[src/rtl/stage_seq_pkg.sv]
// Shared state encoding and fixed colours for the bomb-stage display sequencer.
package stage_seq_pkg;

    typedef enum logic [2:0] {
        SHOW     = 3'd0,
        WIPE     = 3'd1,
        FLASH    = 3'd2,
        EXPLODED = 3'd3,
        DEFUSED  = 3'd4
    } state_t;

    localparam logic [7:0] COLOR_RED   = 8'hE0;
    localparam logic [7:0] COLOR_GREEN = 8'h1C;
    localparam logic [7:0] COLOR_BLACK = 8'h00;

endpackage

[src/rtl/stage_pixel_mux.sv]
// Combinational colour path: picks the stage renderer, splits wipes, inverts
// for strike flashes, overrides terminal screens and blanks outside the visible area.
module stage_pixel_mux
    import stage_seq_pkg::*;
#(
    parameter int NUM_STAGES = 4,
    parameter int H_VISIBLE  = 640,
    parameter int V_VISIBLE  = 480,
    parameter int SEL_W      = $clog2(NUM_STAGES)
) (
    input  logic [9:0]              hc,
    input  logic [9:0]              vc,
    input  logic [8*NUM_STAGES-1:0] stage_pixels,
    input  logic [SEL_W-1:0]        stage_sel,
    input  logic [10:0]             wipe_pos,
    input  logic                    in_wipe,
    input  logic                    invert,
    input  logic                    force_red,
    input  logic                    force_green,
    output logic [7:0]              pixel
);

    logic [SEL_W-1:0] sel;
    logic [7:0]       raw;
    logic             blank;

    // Blanking wins over everything, terminal colours win over stage pixels.
    always_comb begin
        sel = stage_sel;
        if (in_wipe && ({1'b0, hc} < wipe_pos)) begin
            sel = stage_sel + SEL_W'(1);
        end
        raw   = stage_pixels[{sel, 3'b000} +: 8];
        blank = (hc >= 10'(H_VISIBLE)) || (vc >= 10'(V_VISIBLE));

        pixel = invert ? ~raw : raw;
        if (force_red) begin
            pixel = COLOR_RED;
        end
        if (force_green) begin
            pixel = COLOR_GREEN;
        end
        if (blank) begin
            pixel = COLOR_BLACK;
        end
    end

endmodule

[src/rtl/stage_display_sequencer.sv]
// Frame-synchronous sequencer choosing which bomb-stage renderer feeds the VGA
// colour path; game events are latched and only acted on at vertical blank.
module stage_display_sequencer
    import stage_seq_pkg::*;
#(
    parameter int NUM_STAGES    = 4,
    parameter int H_VISIBLE     = 640,
    parameter int V_VISIBLE     = 480,
    parameter int WIPE_STEP     = 32,
    parameter int STRIKE_FRAMES = 8,
    parameter int MAX_STRIKES   = 3
) (
    input  logic                          clk,
    input  logic                          rst,
    input  logic [9:0]                    hc,
    input  logic [9:0]                    vc,
    input  logic [8*NUM_STAGES-1:0]       stage_pixels,
    input  logic                          defuse_pulse,
    input  logic                          strike_pulse,
    output logic [7:0]                    pixel_out,
    output logic [$clog2(NUM_STAGES)-1:0] stage_sel,
    output logic [1:0]                    strikes,
    output logic                          frame_tick,
    output logic                          busy
);

    localparam int SEL_W = $clog2(NUM_STAGES);
    localparam int FC_W  = $clog2(STRIKE_FRAMES) + 1;

    state_t           state_q, state_d;
    logic [SEL_W-1:0] stage_sel_q, stage_sel_d;
    logic [1:0]       strikes_q, strikes_d, strikes_inc;
    logic [10:0]      wipe_pos_q, wipe_pos_d, wipe_next;
    logic [FC_W-1:0]  flash_cnt_q, flash_cnt_d, flash_next;
    logic             pend_def_q, pend_def_d;
    logic             pend_str_q, pend_str_d;
    logic             frame_tick_q;
    logic [7:0]       pixel_q, pixel_d;
    logic             boundary;

    assign boundary    = (hc == 10'd0) && (vc == 10'(V_VISIBLE));
    assign wipe_next   = wipe_pos_q + 11'(WIPE_STEP);
    assign flash_next  = flash_cnt_q + FC_W'(1);
    assign strikes_inc = (strikes_q == 2'(MAX_STRIKES)) ? strikes_q : strikes_q + 2'd1;

    // A pulse landing on the consuming boundary re-arms its flag rather than being lost.
    always_comb begin
        state_d     = state_q;
        stage_sel_d = stage_sel_q;
        strikes_d   = strikes_q;
        wipe_pos_d  = wipe_pos_q;
        flash_cnt_d = flash_cnt_q;
        pend_def_d  = pend_def_q | defuse_pulse;
        pend_str_d  = pend_str_q | strike_pulse;

        case (state_q)
            SHOW: begin
                if (boundary) begin
                    if (pend_str_q) begin
                        pend_str_d = strike_pulse;
                        strikes_d  = strikes_inc;
                        if (strikes_inc == 2'(MAX_STRIKES)) begin
                            state_d = EXPLODED;
                        end else begin
                            state_d     = FLASH;
                            flash_cnt_d = '0;
                        end
                    end else if (pend_def_q) begin
                        pend_def_d = defuse_pulse;
                        if (stage_sel_q == SEL_W'(NUM_STAGES - 1)) begin
                            state_d = DEFUSED;
                        end else begin
                            state_d    = WIPE;
                            wipe_pos_d = '0;
                        end
                    end
                end
            end
            WIPE: begin
                if (boundary) begin
                    if (wipe_next >= 11'(H_VISIBLE)) begin
                        state_d     = SHOW;
                        stage_sel_d = stage_sel_q + SEL_W'(1);
                        wipe_pos_d  = '0;
                    end else begin
                        wipe_pos_d = wipe_next;
                    end
                end
            end
            FLASH: begin
                if (boundary) begin
                    if (flash_next == FC_W'(STRIKE_FRAMES)) begin
                        state_d     = SHOW;
                        flash_cnt_d = '0;
                    end else begin
                        flash_cnt_d = flash_next;
                    end
                end
            end
            EXPLODED, DEFUSED: begin
                pend_def_d = 1'b0;
                pend_str_d = 1'b0;
            end
            default: begin
                state_d = SHOW;
            end
        endcase
    end

    stage_pixel_mux #(
        .NUM_STAGES(NUM_STAGES),
        .H_VISIBLE (H_VISIBLE),
        .V_VISIBLE (V_VISIBLE),
        .SEL_W     (SEL_W)
    ) u_mux (
        .hc          (hc),
        .vc          (vc),
        .stage_pixels(stage_pixels),
        .stage_sel   (stage_sel_q),
        .wipe_pos    (wipe_pos_q),
        .in_wipe     (state_q == WIPE),
        .invert      ((state_q == FLASH) && !flash_cnt_q[0]),
        .force_red   (state_q == EXPLODED),
        .force_green (state_q == DEFUSED),
        .pixel       (pixel_d)
    );

    always_ff @(posedge clk or posedge rst) begin
        if (rst) begin
            state_q      <= SHOW;
            stage_sel_q  <= '0;
            strikes_q    <= '0;
            wipe_pos_q   <= '0;
            flash_cnt_q  <= '0;
            pend_def_q   <= 1'b0;
            pend_str_q   <= 1'b0;
            frame_tick_q <= 1'b0;
            pixel_q      <= COLOR_BLACK;
        end else begin
            state_q      <= state_d;
            stage_sel_q  <= stage_sel_d;
            strikes_q    <= strikes_d;
            wipe_pos_q   <= wipe_pos_d;
            flash_cnt_q  <= flash_cnt_d;
            pend_def_q   <= pend_def_d;
            pend_str_q   <= pend_str_d;
            frame_tick_q <= boundary;
            pixel_q      <= pixel_d;
        end
    end

    assign pixel_out  = pixel_q;
    assign stage_sel  = stage_sel_q;
    assign strikes    = strikes_q;
    assign frame_tick = frame_tick_q;
    assign busy       = (state_q == WIPE) || (state_q == FLASH);

endmodule

[config.mk]
export PLATFORM = sky130hd
export DESIGN_NAME = stage_display_sequencer
export DESIGN_NICKNAME = d
export VERILOG_FILES = /design/src/rtl/stage_seq_pkg.sv /design/src/rtl/stage_pixel_mux.sv /design/src/rtl/stage_display_sequencer.sv
export SDC_FILE = /design/constraint.sdc
export NUM_CORES = 1
export LEC_CHECK = 0
export ABC_AREA = 1
export BUFFER_PORTS_ARGS = -buffer_cell sky130_fd_sc_hd__buf_4
export CAP_MARGIN = 20
export CORE_AREA = 3 3 53 103
export DETAILED_ROUTE_END_ITERATION = 10
export DIE_AREA = 0 0 56 106
export PLACE_DENSITY = 0.74
export SYNTH_ARGS = -nofsm -noshare
export SYNTH_HDL_FRONTEND = slang
export SYNTH_SLANG_ARGS = --single-unit
[constraint.sdc]
create_clock -name clk -period 1.9 [get_ports clk]
set_input_delay 0.095 -clock clk [delete_from_list [all_inputs] [get_ports clk]]
set_output_delay 0.095 -clock clk [all_outputs]
set_load 0.03 [all_outputs]
==> metrics.txt, run 1 <==
# TYPE chip_impl_metric gauge
chip_impl_metric{name="utilization",unit=""} 0.749
chip_impl_metric{name="clock_latency",unit="ns"} 0.28
chip_impl_metric{name="final_cell_area",unit="sq um"} 3540
chip_impl_metric{name="worstPathRequired",unit="ns"} 2.10
chip_impl_metric{name="grtUsageTotal",unit=""} 0.231
chip_impl_info{name="tritoncts",value="done"} 1
chip_impl_info{name="layout_commonest_cell",value="sky130_fd_sc_hd__buf_4"} 1
chip_impl_metric{name="grt_pass1_wl",unit="microns"} 11000
chip_impl_metric{name="synth_cells",unit=""} 315
chip_impl_metric{name="routabilityCongestion",unit=""} 0.844
chip_impl_metric{name="placedInstanceArea",unit="sq um"} 2920
chip_impl_metric{name="antenna_violations_before_repair",unit=""} 0
chip_impl_metric{name="drv_slew",unit=""} 0
chip_impl_info{name="crit_type",value="reg -> reg"} 1
chip_impl_metric{name="cts.reportedPaths.clkPinSlew",unit="ns"} 0.10
chip_impl_metric{name="drt_total_wl",unit="microns"} 7710
chip_impl_info{name="worstPathCellList",value="inv_2, ha_4, nand2_1, nor2_2, nand2_4, nand2_8, nand2_8, buf_6, nand3_1, nand3_2, nand3_1, nand3_1, a21oi_1"} 1
chip_impl_metric{name="pin_count_of_the_biggest_net_entering_global_routing",unit=""} 29
chip_impl_metric{name="area_growth_synth_to_finish",unit="%"} 64.0
chip_impl_metric{name="routed-via-count",unit=""} 2596
chip_impl_info{name="critical_path.slowest_cell",value="sky130_fd_sc_hd__dfrtp_1"} 1
chip_impl_metric{name="maxCapViolCount",unit=""} 0
chip_impl_metric{name="hpwl",unit="microns"} 4980
chip_impl_metric{name="drtIter0Drc",unit=""} 112
chip_impl_metric{name="worst_slew_pin_tran",unit="ns"} 0.364
chip_impl_metric{name="htree_num_levels",unit=""} 1
chip_impl_info{name="critical_path.most_common_cell",value="sky130_fd_sc_hd__nand3_1"} 1
chip_impl_metric{name="synthesized_flop_and_latch_total",unit=""} 28
chip_impl_info{name="setup_repair_after_global_routing_missed_its_margin",value="yes"} 1
chip_impl_info{name="timing.critical_path.max_delay_family",value="simple AND/OR/NAND/NOR gates"} 1
chip_impl_metric{name="netlist_area",unit="sq um"} 2160
chip_impl_info{name="layout.cells.most_common_list",value="sky130_fd_sc_hd__buf_4 (102), sky130_fd_sc_hd__nand2_1 (69), sky130_fd_sc_hd__inv_1 (49)"} 1
chip_impl_info{name="hold_path.class",value="in -> reg"} 1
chip_impl_metric{name="finalClockSkew",unit="ns"} 0.00344
chip_impl_metric{name="post_route_cells_drive_above_1_share",unit=""} 0.461
chip_impl_metric{name="critical_path_buf_inv_count",unit=""} 2
chip_impl_metric{name="fp-row-count",unit=""} 35
chip_impl_metric{name="critical_path_arrival",unit="ns"} 2.33
chip_impl_metric{name="power_per_cell_area",unit="nW/um^2"} 1190
chip_impl_metric{name="fmaxAchievable",unit="MHz"} 470
chip_impl_metric{name="final_cells",unit=""} 482
chip_impl_metric{name="drc",unit=""} 0
chip_impl_info{name="startpoint_type",value="flop"} 1
chip_impl_metric{name="detail_route.vias_per_cell",unit=""} 5.39
chip_impl_metric{name="timing.slew.headroom",unit=""} 0.757
chip_impl_metric{name="die_width",unit="microns"} 56
chip_impl_metric{name="synthesis.nets",unit=""} 380
chip_impl_metric{name="antenna_cells",unit=""} 0
chip_impl_metric{name="postRouteAntennaNets",unit=""} 0
chip_impl_info{name="run_status",value="complete, but fails checks"} 1
chip_impl_metric{name="cells_after_dpl",unit=""} 458
chip_impl_metric{name="finalSetupViolations",unit=""} 9
chip_impl_metric{name="wl_per_cell",unit="microns"} 16.0
chip_impl_metric{name="ys.warnings.count",unit=""} 0
chip_impl_metric{name="die_y",unit="microns"} 106
chip_impl_metric{name="tritoncts.num_buffers",unit=""} 3
chip_impl_metric{name="irDropWorstVdd",unit="mV"} 1.06
chip_impl_metric{name="finalHoldViolations",unit=""} 0
chip_impl_metric{name="layout_worst_path_cycle_share",unit=""} 1.12
chip_impl_info{name="failed_checks",value="negative setup slack"} 1
chip_impl_metric{name="io_buffer_count",unit=""} 69
chip_impl_metric{name="cts_sinks",unit=""} 28
chip_impl_metric{name="fillerInstances",unit=""} 355
chip_impl_metric{name="post-route-worst-setup-slack",unit="ns"} -0.229
chip_impl_info{name="clk_root_buffer_cell",value="sky130_fd_sc_hd__clkbuf_8"} 1
chip_impl_metric{name="pre_cts_setup_slack",unit="ns"} -0.239
chip_impl_metric{name="core",unit="sq um"} 4730
chip_impl_metric{name="synthesis.area_per_instance",unit="sq um"} 6.86
chip_impl_metric{name="floorplan.die_area",unit="sq um"} 5940
chip_impl_info{name="timing.critical_path.to_type",value="flop"} 1
chip_impl_metric{name="clock_tree.buffer_depth",unit=""} 2
chip_impl_metric{name="initial_core_util",unit=""} 0.457
chip_impl_metric{name="dr.pass1.iters",unit=""} 4
chip_impl_metric{name="power.static_leakage",unit="nW"} 1.87
chip_impl_metric{name="final_layout_worst_hold_slack",unit="ns"} 0.0304
chip_impl_metric{name="design.portCount",unit=""} 70
chip_impl_metric{name="global_route.overflow_total",unit=""} 0
chip_impl_metric{name="grt_pass1_vias",unit=""} 2618
chip_impl_metric{name="synth_sequential_area_ratio",unit=""} 0.324
chip_impl_metric{name="synthDistinctLibCells",unit=""} 30
chip_impl_metric{name="period_minus_slack",unit="ns"} 2.13
chip_impl_metric{name="finalNetCount",unit=""} 493
chip_impl_metric{name="worst_path_largest_cell_delay",unit="ns"} 0.39
chip_impl_metric{name="timing.critical_path.fanout_max",unit=""} 6
## cell families after synthesis
kind of cell,count (synthesis),share of synthesized area
buffers and inverters,59,0.107
AOI/OAI and AO/OA,36,0.107
DFF,28,0.324
xor gates and xnor gates,7,0.0284
adders and majority gates,9,0.0521
and+or+nand+nor,176,0.381
## cell type report
cell class / count / area, sq um / area share
Clock inverter: 1 / 30.0 / 0.00848
Tap cell: 55 / 68.8 / 0.0194
Inverter: 56 / 214 / 0.0604
Sequential cell: 28 / 701 / 0.198
Multi-Input combinational cell: 229 / 1610 / 0.456
Clock buffer: 3 / 41.3 / 0.0117
Timing Repair Buffer: 110 / 872 / 0.246
## path summary, 6_finish.rpt
check | startpoint | end | slack (ns) | depth (start not counted)
max in group asynchronous | rst | stage_sel[1] | 1.21 | 4
min | strike_pulse | pend_str_q | 0.03 | 3
max reg2reg | wipe_pos_q[8] | pixel_out[3] | -0.23 | 13
max | wipe_pos_q[8] | pixel_out[3] | -0.23 | 13
min in group asynchronous | rst | pixel_out[5] | 0.42 | 4
min reg2reg | flash_cnt_q[3] | flash_cnt_q[3] | 0.53 | 2
## routing by layer
| metal | wire [microns] | global-route usage | vias to the layer above | part of all wire |
|---|---|---|---|---|
| li1 | - | - | 1235 | - |
| met1 | 2400 | 0.204 | 1229 | 0.31 |
| met2 | 4630 | 0.472 | 102 | 0.60 |
| met3 | 306 | 0.0243 | 30 | 0.040 |
| met4 | 361 | 0.129 | 0 | 0.047 |
| met5 | 0 | 0 | - | 0 |
## worst register-to-register path, delay by kind of cell, from the launching register on
| family | cells | cell delay, ns |
|---|---|---|
| buffers and inverters | 2 | 0.22 |
| flip-flops | 1 | 0.39 |
| AND/OR/NAND/NOR | 9 | 1.01 |
| AO/OA/AOI/OAI | 1 | 0.14 |
| adder cells (fa/ha/maj) | 1 | 0.28 |
## power breakdown
part	switching, mW	internal [mW]	total (mW)
clock	0.197	0.283	0.480
combinational	1.67	1.31	2.99
sequential	0.0576	0.705	0.762
total	1.93	2.30	4.23
## sequential cells by signal (all words and copies together), names as in the netlist
name / cells
strikes: 2
pend_str_q: 1
wipe_pos_q: 6
frame_tick: 1
pend_def_q: 1
flash_cnt_q: 4
state_q: 3
pixel_out: 8
stage_sel: 2
## cells in the mapped netlist
master	count	area, sq um
sky130_fd_sc_hd__nor2_1	22	82.6
sky130_fd_sc_hd__nor3b_1	1	7.51
sky130_fd_sc_hd__xor2_1	4	35.0
sky130_fd_sc_hd__a211oi_1	1	7.51
sky130_fd_sc_hd__o21ai_0	17	85.1
sky130_fd_sc_hd__o211ai_2	2	25.0
sky130_fd_sc_hd__nand2_1	83	312
sky130_fd_sc_hd__ha_1	9	113
sky130_fd_sc_hd__xnor2_1	3	26.3
sky130_fd_sc_hd__nand3_1	41	205
sky130_fd_sc_hd__nand2_2	4	25.0
sky130_fd_sc_hd__a221oi_1	1	8.76
sky130_fd_sc_hd__inv_1	53	199
sky130_fd_sc_hd__nand4_1	3	18.8
sky130_fd_sc_hd__inv_2	3	11.3
sky130_fd_sc_hd__buf_2	2	10.0
sky130_fd_sc_hd__nand2_4	3	33.8
sky130_fd_sc_hd__a21oi_1	7	35.0
sky130_fd_sc_hd__nand3_2	5	50.1
sky130_fd_sc_hd__a21o_1	1	7.51
sky130_fd_sc_hd__nor4_1	3	18.8
sky130_fd_sc_hd__o21ai_4	1	16.3
sky130_fd_sc_hd__a31oi_1	2	12.5
sky130_fd_sc_hd__and2_1	1	6.26
sky130_fd_sc_hd__dfrtp_1	28	701
sky130_fd_sc_hd__buf_6	1	11.3
sky130_fd_sc_hd__o21ai_2	3	26.3
sky130_fd_sc_hd__nor2_4	2	22.5
sky130_fd_sc_hd__nor3_1	8	40.0
sky130_fd_sc_hd__o211ai_1	1	7.51
## metrics by stage
stage,power [mW],TNS [ns]
2_1_floorplan,2.02,0
3_3_place_gp,2.66,-0.945
3_5_place_dp,2.71,-1.40
4_1_cts,3.80,-0.515
5_1_grt,4.48,-2.39
6_report,4.23,-1.42
## what timing repair did
item,4_1_cts,5_1_grt
setup buffers,14,4
hold buffers,1,0
resized for setup,48,37
pin swaps,21,19
cloned,1,0
hold endpoints to repair,28,0
setup endpoints to repair,8,16
(Power assumes the default switching activity.)
==> inputs of run 2 (changes only) <==
--- a/config.mk
+++ b/config.mk
@@ -7,11 +7,12 @@
 export LEC_CHECK = 0
 export ABC_AREA = 1
 export BUFFER_PORTS_ARGS = -buffer_cell sky130_fd_sc_hd__buf_4
-export CAP_MARGIN = 20
-export CORE_AREA = 3 3 53 103
+export CAP_MARGIN = 30
+export CORE_AREA = 3 3 108 58
 export DETAILED_ROUTE_END_ITERATION = 10
-export DIE_AREA = 0 0 56 106
-export PLACE_DENSITY = 0.74
+export DIE_AREA = 0 0 111 61
+export PLACE_DENSITY = 0.75
 export SYNTH_ARGS = -nofsm -noshare
 export SYNTH_HDL_FRONTEND = slang
+export SYNTH_HIERARCHICAL = 1
 export SYNTH_SLANG_ARGS = --single-unit
==> run 2 against run 1 <==
- the flow still finishes with violations (negative setup slack)
- clock skew increased by 0.0013 ns
- via count up 8.5%
- largest power group is now registers
- sequential power down 21%
- register-to-register slack got worse by 0.05 ns
- critical path depth rose by 1
==> metrics.txt, run 2 <==
# TYPE chip_impl_metric gauge
chip_impl_metric{name="antenna_violations_before_repair",unit=""} 0
chip_impl_metric{name="layout_worst_path_cycle_share",unit=""} 1.15
chip_impl_metric{name="synth_cells",unit=""} 406
chip_impl_metric{name="comb_power_share",unit=""} 0.184
chip_impl_metric{name="yosys.area.top_type_share",unit=""} 0.275
chip_impl_metric{name="hpwl",unit="microns"} 5220
chip_impl_metric{name="finalHoldViolations",unit=""} 0
chip_impl_info{name="clk_root_buffer_cell",value="sky130_fd_sc_hd__clkbuf_8"} 1
chip_impl_info{name="synth_area_leader_cell",value="sky130_fd_sc_hd__dfrtp_1"} 1
chip_impl_info{name="tritoncts",value="done"} 1
chip_impl_info{name="setup_repair_after_global_routing_missed_its_margin",value="yes"} 1
chip_impl_metric{name="wl_per_cell",unit="microns"} 12.2
chip_impl_metric{name="routed-via-count",unit=""} 2816
chip_impl_metric{name="clock_tree.buffer_depth",unit=""} 2
chip_impl_metric{name="finalSetupTns",unit="ns"} -1.83
chip_impl_metric{name="routed-wl-met3",unit="microns"} 472
chip_impl_metric{name="power_report.internal_total",unit="mW"} 1.01
chip_impl_metric{name="netlist_area",unit="sq um"} 2550
chip_impl_info{name="layout_commonest_cell",value="sky130_fd_sc_hd__nand2_1"} 1
chip_impl_metric{name="power.static_leakage",unit="nW"} 2.07
chip_impl_metric{name="cts.reportedPaths.clkPinSlew",unit="ns"} 0.11
chip_impl_metric{name="synthesis.area_per_instance",unit="sq um"} 6.28
chip_impl_metric{name="utilization",unit=""} 0.704
chip_impl_metric{name="power_per_cell_area",unit="nW/um^2"} 352
chip_impl_metric{name="ys.warnings.count",unit=""} 6
chip_impl_info{name="synth.top_cells.by_area",value="sky130_fd_sc_hd__dfrtp_1 (27%), sky130_fd_sc_hd__nand2_1 (17%), sky130_fd_sc_hd__nand3_1 (12%), sky130_fd_sc_hd__inv_1 (11%), sky130_fd_sc_hd__ha_1 (5.9%)"} 1
chip_impl_metric{name="pin_count_of_the_biggest_net_entering_global_routing",unit=""} 29
chip_impl_metric{name="seq_power_share",unit=""} 0.449
chip_impl_metric{name="synth_sequential_area_ratio",unit=""} 0.275
chip_impl_metric{name="final_cells",unit=""} 583
chip_impl_metric{name="design.portCount",unit=""} 70
chip_impl_metric{name="period_minus_slack",unit="ns"} 2.18
chip_impl_metric{name="clock_latency",unit="ns"} 0.29
chip_impl_info{name="synth.most_common_cell",value="sky130_fd_sc_hd__nand2_1"} 1
chip_impl_metric{name="postRouteAntennaNets",unit=""} 0
chip_impl_metric{name="fp-row-count",unit=""} 19
chip_impl_metric{name="detail_route.vias_per_cell",unit=""} 4.83
chip_impl_metric{name="cts_sinks",unit=""} 28
chip_impl_metric{name="drtIter0Drc",unit=""} 166
chip_impl_metric{name="die_y",unit="microns"} 61
chip_impl_info{name="crit_type",value="reg -> reg"} 1
chip_impl_metric{name="core",unit="sq um"} 5400
chip_impl_metric{name="grtUsageTotal",unit=""} 0.198
chip_impl_metric{name="dr.pass1.iters",unit=""} 4
chip_impl_metric{name="total_power",unit="mW"} 1.34
chip_impl_metric{name="worstPathRequired",unit="ns"} 2.11
chip_impl_metric{name="drv_slew",unit=""} 0
chip_impl_metric{name="r2r_cells",unit=""} 14
chip_impl_metric{name="drt_total_wl",unit="microns"} 7130
chip_impl_metric{name="critical_path_arrival",unit="ns"} 2.39
chip_impl_metric{name="tritoncts.num_buffers",unit=""} 3
chip_impl_info{name="startpoint_type",value="flop"} 1
chip_impl_metric{name="floorplan.die_area",unit="sq um"} 6770
chip_impl_metric{name="finalNetCount",unit=""} 579
chip_impl_metric{name="pre_cts_setup_slack",unit="ns"} -0.199
chip_impl_metric{name="fillerInstances",unit=""} 438
chip_impl_metric{name="fmaxAchievable",unit="MHz"} 458
chip_impl_info{name="run_status",value="complete, but fails checks"} 1
chip_impl_metric{name="synth-edff-count",unit=""} 0
chip_impl_metric{name="clock_power_share",unit=""} 0.367
chip_impl_metric{name="initial_core_util",unit=""} 0.473
chip_impl_metric{name="switching_power",unit="uW"} 327
chip_impl_info{name="synth_top_flop_cell",value="sky130_fd_sc_hd__dfrtp_1"} 1
chip_impl_metric{name="post_route_cells_drive_above_1_share",unit=""} 0.351
chip_impl_info{name="timing.critical_path.to_type",value="flop"} 1
chip_impl_info{name="failed_checks",value="negative setup slack"} 1
chip_impl_metric{name="htree_num_levels",unit=""} 1
chip_impl_info{name="hold_path.class",value="in -> reg"} 1
chip_impl_metric{name="antenna_cells",unit=""} 0
chip_impl_metric{name="synthDistinctLibCells",unit=""} 30
chip_impl_metric{name="maxCapViolCount",unit=""} 0
chip_impl_metric{name="global_route.overflow_total",unit=""} 0
chip_impl_metric{name="wirelength_met1",unit="microns"} 3220
chip_impl_metric{name="grt_pass1_wl",unit="microns"} 11000
chip_impl_info{name="maxUsedRoutingLayer",value="met4"} 1
chip_impl_metric{name="grt_pass1_vias",unit=""} 2463
chip_impl_metric{name="post-route-worst-setup-slack",unit="ns"} -0.284
chip_impl_metric{name="timing.critical_path.fanout_max",unit=""} 6
chip_impl_metric{name="wl_met2",unit="microns"} 3400
chip_impl_metric{name="worst_hold_path_depth",unit=""} 3
chip_impl_metric{name="synthesized_flop_and_latch_total",unit=""} 28
chip_impl_metric{name="drc",unit=""} 0
chip_impl_metric{name="largest_reg_flops",unit=""} 8
chip_impl_metric{name="io_buffer_count",unit=""} 69
chip_impl_metric{name="area_growth_synth_to_finish",unit="%"} 48.9
chip_impl_metric{name="die_width",unit="microns"} 111
chip_impl_metric{name="power.share.switching",unit=""} 0.244
chip_impl_metric{name="irDropWorstVdd",unit="mV"} 0.291
chip_impl_info{name="layout.cells.most_common_list",value="sky130_fd_sc_hd__nand2_1 (102), sky130_fd_sc_hd__buf_4 (92), sky130_fd_sc_hd__inv_1 (71)"} 1
chip_impl_info{name="synth.cells.most_frequent",value="sky130_fd_sc_hd__nand2_1 (115), sky130_fd_sc_hd__inv_1 (75), sky130_fd_sc_hd__nand3_1 (63)"} 1
chip_impl_metric{name="cells_after_dpl",unit=""} 569
chip_impl_metric{name="asyncSetResetFlopFracSynth",unit=""} 1.00
chip_impl_metric{name="finalSetupViolations",unit=""} 8
chip_impl_metric{name="routabilityCongestion",unit=""} 0.847
chip_impl_metric{name="finalClockSkew",unit="ns"} 0.00469
## run 2: through the flow
| step | area, sq um | hold slack (ns) |
|---|---|---|
| 2_1_floorplan | 2590 | 0.160 |
| 3_3_place_gp | 3340 | 0.191 |
| 3_5_place_dp | 3340 | 0.208 |
| 4_1_cts | 3560 | 0.0472 |
| 5_1_grt | 3800 | 0.0638 |
| 6_report | 3800 | 0.0498 |
## run 2: timing repair
item | 4_1_cts | 5_1_grt
hold buffers | 1 | 0
endpoints found under the hold margin | 28 | 0
endpoints found under the setup margin | 8 | 8
gates resized for setup | 14 | 47
gates cloned | 2 | 1
pin swaps | 3 | 33
setup buffers | 5 | 1
## run 2: area by class of cell
cell class	count	area [sq um]	area share
multi-input combinational	298	1800	0.474
sequential	28	701	0.184
clock buffer	3	41.3	0.0109
clock inverter	1	30.0	0.00790
tap	73	91.3	0.0240
timing repair buffer	102	833	0.219
inverter	78	300	0.0790
## run 2: critical path: stages, from the launching register on
cell and delay (ns):
sky130_fd_sc_hd__dfrtp_1 0.36, sky130_fd_sc_hd__inv_1 0.04, sky130_fd_sc_hd__ha_1 0.29, sky130_fd_sc_hd__inv_2 0.07
sky130_fd_sc_hd__nor2_4 0.04, sky130_fd_sc_hd__nand2_2 0.06, sky130_fd_sc_hd__nand2_2 0.06, sky130_fd_sc_hd__nor2_4 0.18
sky130_fd_sc_hd__nand4_1 0.22, sky130_fd_sc_hd__nand2_4 0.19, sky130_fd_sc_hd__buf_6 0.14, sky130_fd_sc_hd__nand3_1 0.10
sky130_fd_sc_hd__nand3_2 0.08, sky130_fd_sc_hd__nand3_2 0.09, sky130_fd_sc_hd__a21oi_2 0.17
## run 2: path summary, 6_finish.rpt
| check | startpoint | endpoint | slack (ns) |
|---|---|---|---|
| min reg2reg | strikes[1] | strikes[1] | 0.52 |
| min in group asynchronous | rst | flash_cnt_q[3] | 0.44 |
| max reg2reg | wipe_pos_q[9] | pixel_out[4] | -0.28 |
| max in group asynchronous | rst | pixel_out[3] | 1.19 |
| min | strike_pulse | pend_str_q | 0.05 |
| max | wipe_pos_q[9] | pixel_out[4] | -0.28 |
## run 2: layer usage
| metal | global-route usage | vias to the layer above |
|---|---|---|
| met3 | 0.0438 | 4 |
| li1 | - | 1493 |
| met5 | 0 | - |
| met4 | 0.0298 | 0 |
| met1 | 0.271 | 1237 |
| met2 | 0.337 | 82 |
## run 2: cell families after synthesis
| kind of cell | share of synthesized area |
|---|---|
| compound gates | 0.0638 |
| xor+xnor | 0.00687 |
| fa+ha+maj | 0.0589 |
| buf+inv | 0.138 |
| flops | 0.275 |
| other cells | 0.00147 |
| simple gates | 0.457 |
## run 2: power by group through the flow
stage / clock network, mW / logic (mW) / registers (mW)
2_1_floorplan: 0 / 0.0906 / 0.622
3_3_place_gp: 0 / 0.223 / 0.613
3_5_place_dp: 0 / 0.224 / 0.613
4_1_cts: 0.494 / 0.230 / 0.601
5_1_grt: 0.527 / 0.278 / 0.602
6_report: 0.491 / 0.247 / 0.601
